## config.mk

```make
export PLATFORM = sky130hd
export DESIGN_NAME = pipeline_stall_controller
export DESIGN_NICKNAME = d
export VERILOG_FILES = /design/src/rtl/pipeline_stall_controller.sv
export SDC_FILE = /design/constraint.sdc
export NUM_CORES = 1
export LEC_CHECK = 0
export BUFFER_PORTS_ARGS = -buffer_cell sky130_fd_sc_hd__buf_2
export CAP_MARGIN = 15
export CORE_UTILIZATION = 45
export DETAILED_ROUTE_END_ITERATION = 10
export PLACE_DENSITY_LB_ADDON = 0.12
export SLEW_MARGIN = 20
export SYNTH_ARGS = -nofsm -noshare
export SYNTH_HDL_FRONTEND = slang
export SYNTH_SLANG_ARGS = --single-unit
export TNS_END_PERCENT = 100
```

## constraint.sdc

```tcl
create_clock -name Clock -period 3.65 [get_ports Clock]
set_input_delay 0.365 -clock Clock [delete_from_list [all_inputs] [get_ports Clock]]
set_output_delay 0.365 -clock Clock [all_outputs]
set_load 0.005 [all_outputs]
```

## src/rtl/pipeline_stall_controller.sv

```systemverilog
// pipeline_stall_controller: load-use and mult/div hazard stall, branch flush and mult/div occupancy tracking
module pipeline_stall_controller #(
  parameter int MULDIV_CYCLES = 32
) (
  input  logic        Clock,
  input  logic        Reset,
  input  logic        MemReadFromIDEX,
  input  logic [31:0] ID_Instruction,
  input  logic [31:0] EX_Instruction,
  input  logic        ID_IsMulDiv,
  input  logic        ID_ReadsHiLo,
  input  logic        BranchTaken,
  output logic        PC_WriteEnable,
  output logic        IFID_WriteEnable,
  output logic        IDEX_Bubble,
  output logic        IFID_Flush,
  output logic        MulDivStart,
  output logic        MulDivBusy,
  output logic [15:0] StallCount
);
  localparam logic [0:0] RUN     = 1'b0;
  localparam logic [0:0] MD_BUSY = 1'b1;
  logic [0:0]  state_q, state_d;
  logic [5:0]  cnt_q, cnt_d;
  logic [15:0] stall_cnt_q, stall_cnt_d;
  logic [4:0]  id_rs, id_rt, ex_rt;
  logic        load_use, md_hazard, stall, start;
  logic        unused_bits;
  assign id_rs = ID_Instruction[25:21];
  assign id_rt = ID_Instruction[20:16];
  assign ex_rt = EX_Instruction[20:16];
  assign unused_bits = ^{ID_Instruction[31:26], ID_Instruction[15:0], EX_Instruction[31:21], EX_Instruction[15:0]};
  // Hazard detection and pipeline control; reset forces a frozen front end with a bubble into EX
  always_comb begin
    load_use         = MemReadFromIDEX && ex_rt != 5'd0 && (ex_rt == id_rs || ex_rt == id_rt);
    md_hazard        = state_q == MD_BUSY && (ID_IsMulDiv || ID_ReadsHiLo);
    stall            = load_use || md_hazard;
    start            = Reset && state_q == RUN && ID_IsMulDiv && !load_use;
    PC_WriteEnable   = Reset && !stall;
    IFID_WriteEnable = Reset && !stall;
    IDEX_Bubble      = !Reset || stall;
    IFID_Flush       = Reset && BranchTaken && !stall;
    MulDivStart      = start;
    MulDivBusy       = state_q == MD_BUSY;
    StallCount       = stall_cnt_q;
  end
  // Mult/div occupancy: Start arms the counter, busy ends on the edge where it has reached zero
  always_comb begin
    state_d     = start ? MD_BUSY : (state_q == MD_BUSY && cnt_q == 6'd0) ? RUN : state_q;
    cnt_d       = start ? 6'(MULDIV_CYCLES - 1) : (state_q == MD_BUSY && cnt_q != 6'd0) ? cnt_q - 6'd1 : cnt_q;
    stall_cnt_d = (stall && stall_cnt_q != 16'hFFFF) ? stall_cnt_q + 16'd1 : stall_cnt_q;
  end
  // State registers; reset abandons any in-flight mult/div immediately
  always_ff @(posedge Clock or negedge Reset) begin
    if (!Reset) begin
      state_q     <= RUN;
      cnt_q       <= 6'd0;
      stall_cnt_q <= 16'd0;
    end else begin
      state_q     <= state_d;
      cnt_q       <= cnt_d;
      stall_cnt_q <= stall_cnt_d;
    end
  end
endmodule

```

# --- Word-level counts from Yosys, hierarchy flattened ---
# Cells that the tools add are included.
word_totals:
  ff_bits: 23
  out_inout_bits: 22
  elab_cells: 37
classes:
  n_addsub: 2
  eq_ne: 3
  muxes: 4
  bitwise: 1
  reduce_logical: 24
op_table:
  columns: ["cell", "count"]
  rows:
  - ["adder 16 x 1 -> 16 bit (second input constant)", 1]
  - ["!= test 16 bit (second input constant)", 1]
  - ["logical AND 1 bit", 12]
  - ["2-to-1 mux 6 bit", 2]
  - ["equality test 5 bit", 2]
  - ["zero test 6 bit", 1]
  - ["nonzero test 6 bit", 1]
  - ["subtractor 6 x 1 -> 6 bit (second input constant)", 1]
  - ["nonzero test 5 bit", 1]
  - ["logical OR 1 bit", 4]
  - ["nonzero test 2 bit", 2]
  - ["zero test 1 bit", 3]
  - ["2-to-1 mux 1 bit", 2]
  - ["NOT 1 bit", 1]

# --- Logic depth before layout (Yosys ltp) ---
depth:
  depth_word: 6
  ltp_mapped: 7

# --- Worst setup path after synthesis ---
# No wires, ideal clock.
synth_timing:
  path_type: "input port to output port"
  start: "input EX_Instruction[17]"
  end: "output PC_WriteEnable"
  arrival_time_ns: 1.583
  path_slack_ns: 1.702
  path_stages: 6
  path_buffers: 1
  path_cell_list: "or4_1 -> o21a_1 -> nand2_1 -> nand3b_1 -> inv_1 -> buf_4"
synth_via:
  elab_chain_cells: 6
  word_cells_on_any_way: 9
synth_rtl:
  columns: ["item", "line", "source"]
  rows:
  - ["start, declared", "9", "input logic [31:0] EX_Instruction,"]
  - ["equality test 5 bit or nonzero test 5 bit (tied branches)", "35", "load_use = MemReadFromIDEX && ex_rt != 5'd0 && (ex_rt == id_rs || ex_rt == id_rt);"]
  - ["logical OR 1 bit or logical AND 1 bit (tied branches)", "35", null]
  - ["logical AND 1 bit *", "35", null]
  - ["logical OR 1 bit *", "37", "stall = load_use || md_hazard;"]
  - ["zero test 1 bit *", null, null]
  - ["logical AND 1 bit *", null, null]
  - ["end, declared", "13", "output logic PC_WriteEnable,"]
# Mark *: on every way between the ends. The rest lies on a longest branch, timed or not.

# --- Final worst setup path ---
layout_timing:
  start: "input EX_Instruction[17]"
  end: "output MulDivStart"
layout_via:
  elab_chain_cells: 5
  word_cells_on_any_way: 8
layout_rtl:
  columns: ["item", "line", "source"]
  rows:
  - ["equality test 5 bit or nonzero test 5 bit (tied branches)", "35", null]
  - ["logical OR 1 bit or logical AND 1 bit (tied branches)", "35", null]
  - ["logical AND 1 bit *", "35", null]
  - ["zero test 1 bit *", "38", "start = Reset && state_q == RUN && ID_IsMulDiv && !load_use;"]
  - ["logical AND 1 bit *", "38", null]
  - ["end, declared", "17", "output logic MulDivStart,"]
# Marked as above.

==> flow_summary.toml <==
[route]
remaining_drc_errors = 6
drt-wirelength-per-cell_um = 13.0
firstDrtPassIters = 7
dr_total_vias = 1162
drt.antenna.violating_nets = 0
drt-total-wl_mm = 2.74
post_drt_via_cell_ratio = 5.53
initialDrtViolationCount = 42

[setup_path]
r2r_slack_ns = 1.58
worst_r2r_startpoint = "StallCount[0]"
crit_required_ns = 3.28
end_kind = "output pin"
path_class = "in -> out"
worst_r2r_endpoint = "StallCount[1]"
slowest_stage = "sky130_fd_sc_hd__or4_1"
critPathLaunch = "EX_Instruction[17]"
crit_fanout = 8
cpMostUsedCell = "sky130_fd_sc_hd__buf_2"
crit_path_max_incr_delay_ns = 0.52
ff2ff_path_depth = 7
worstPathCellList = "buf_2, or4_1, o21a_1, nand2_1, nand4b_2, inv_1, buf_2"
setup.worst_path.end = "MulDivStart"
endpoint_arrival_time_on_the_critical_path_ns = 1.88
critPathLaunchType = "input port"

[synthesis]
synth_enable_flop_cells = 0
postSynth.asyncResetShare_pct = 100
post-synth-top-area-fraction_pct = 42.1
yosys_warnings = 0
syn-mean-instance-area_um2 = 10.1
synth_top_cell_by_area = "sky130_fd_sc_hd__dfrtp_1"
synthCells = 135
synth-seq-area-share_pct = 42.1
postSynthRegisterBits = 23
synth.cell_area_mm2 = 0.00137
yosys_cell_types = 42
synth_fp_nets = 208
synthFlopType = "sky130_fd_sc_hd__dfrtp_1"
post_synth_main_area_contributors = "sky130_fd_sc_hd__dfrtp_1, sky130_fd_sc_hd__xnor2_1, sky130_fd_sc_hd__xor2_1, sky130_fd_sc_hd__nand2_1, sky130_fd_sc_hd__ha_1"

[hold_path]
worst_hold_path_type = "in -> async"

[power_and_ir_drop]
leakage_uw = 0.000802
power.density_mw_per_mm2 = 559
p_total_uw = 909
worst_case_vdd_ir_drop_mv = 0.341

[sta]
period_minus_slack_ns = 2.25
timing.final.ws_setup_ns = 1.40
tns_ns = 0
rsz0062_at_grt = "false"
fmaxAchievable_mhz = 445
worstMarginPinSlew_ns = 0.546
finalHoldWorstSlack_ns = 0.0224
maxSlewHeadroom_pct = 63.6
min_period_over_period_pct = 61.6
slew_viol_final = 0
timing.clock.skew_ns = 0.000839
timing_hold_violations_final = 0
final_report_setup_violation_count = 0

[cts]
cts.repair_timing.setup_buffer_count = 0
cts_num_sinks = 23
htree_num_levels = 1
number_of_buffers_inserted_during_clock_tree_synthesis = 3
ctsLongestPathBuffers = 2
tritoncts = "built"
cts.hold.buffers_added = 0
clock_insertion_delay_worst_skew_ns = 0.31
cts_repair_resize_count = 0
clk_pin_slew_ns = 0.12
cts_root_buffer = "sky130_fd_sc_hd__clkbuf_4"

[floorplanning]
dieHeight_um = 57.1
initial_core_util_pct = 48.3
floorplan.rows = 19
die-area_mm2 = 0.00326
boundaryPins = 92
core_region_mm2 = 0.00283
floorplan.die.width_um = 57.1

[global_route]
first_global_vias = 1118
grt_usage_pct = 18.8
grt_first_pass_wirelength_mm = 4.84
grt_start_max_net_pins = 26
grt_remaining_overflow = 0
initial_antenna_violation_count = 0

[placed_design]
preCtsSetupSlack_ns = 1.39
gp_routability_congestion = 0.790
hpwl_mm = 2.11
portBuffers = 42

[layout]
fillerInstances = 277
layout.cells.most_common_list = "sky130_fd_sc_hd__buf_2, sky130_fd_sc_hd__dfrtp_1, sky130_fd_sc_hd__nand2_1"
final_common_cell = "sky130_fd_sc_hd__buf_2"
antenna_cells_inserted = 0
postLayoutCoreUtil_pct = 57.4
design.final.nets = 253
area_delta_synth_final_pct = 18.8
layout-drive-gt1-share_pct = 30.7

[run_status]
violations = "DRC"
status = "complete, but fails checks"

[flow_run]
max_cap_check_violation_count = 0
[state kept, by name, summed over array words and instances, names as in the netlist]
register    cells
StallCount     16
cnt_q           6
MulDivBusy      1
[synthesized netlist by cell type, types with 2 or more instances]
master	n
sky130_fd_sc_hd__dfrtp_1	23
sky130_fd_sc_hd__and3_1	4
sky130_fd_sc_hd__a21oi_1	2
sky130_fd_sc_hd__mux2_4	2
sky130_fd_sc_hd__ha_1	3
sky130_fd_sc_hd__xnor2_1	14
sky130_fd_sc_hd__nor4b_1	2
sky130_fd_sc_hd__nor3b_1	3
sky130_fd_sc_hd__nor3_1	4
sky130_fd_sc_hd__xor2_1	11
sky130_fd_sc_hd__inv_1	6
sky130_fd_sc_hd__nor2_1	3
sky130_fd_sc_hd__o21ai_0	2
sky130_fd_sc_hd__nand4_1	4
sky130_fd_sc_hd__nand2_1	16
sky130_fd_sc_hd__nor4_1	3
sky130_fd_sc_hd__nand3_1	6
sky130_fd_sc_hd__o21a_1	3
[cell families (layout without fill, tap and decap cells)]
family,after synthesis,in the layout,share of synthesized area (%)
simple gates,56,56,24.1
xor+xnor,25,25,16.0
fa+ha+maj,3,3,2.75
flops,23,23,42.1
buf+inv,9,53,3.29
compound gates,17,17,9.61
mux,2,2,2.20
[where the power goes]
part,switching (uW),internal [uW],leakage [uW],total [uW]
Sequential,86.2,335,0.000289,421
Combinational,186,185,0.000498,371
Clock,73.8,42.7,0.0000150,116
[area by class of cell]
class / instances / area [um2] / area share, %
tap: 31 / 38.8 / 2.39
clock buffer: 4 / 26.3 / 1.62
multi-input combinational: 103 / 747 / 46.0
inverter: 7 / 26.3 / 1.62
timing repair buffer: 42 / 210 / 12.9
sequential: 23 / 576 / 35.4
[metal layers]
metal	vias up	routed length [um]	share of wire [%]	global-route usage [%]
met5	-	0	0	0
met2	28	1270	46	30.4
met3	2	156	5.7	6.12
met1	564	1300	47	24.7
li1	568	-	-	-
met4	0	12	0.44	4.53
[worst min path at each step]
stage          startpoint        endpoint  slack (ns)  depth (start not counted)
2_1_floorplan       Reset      MulDivBusy        0.07                          0
3_3_place_gp        Reset  StallCount[11]        0.38                          1
3_5_place_dp        Reset  StallCount[11]        0.39                          1
4_1_cts             Reset   StallCount[9]        0.03                          1
5_1_grt             Reset   StallCount[9]        0.06                          1
6_report            Reset   StallCount[9]        0.02                          1
[per-stage QoR]
step                instances  instance area [um2]
finish                    210                 1620
global route              210                 1620
CTS                       210                 1620
detailed placement        206                 1600
global placement          206                 1600
floorplan                 135                 1370
[worst max-delay path, delay by kind of cell]
| kind | cells | cell delay [ns] |
|---|---|---|
| buf+inv | 3 | 0.34 |
| simple gates | 3 | 0.95 |
| compound gates | 1 | 0.22 |
No activity file was read; power rests on OpenSTA's default activity.
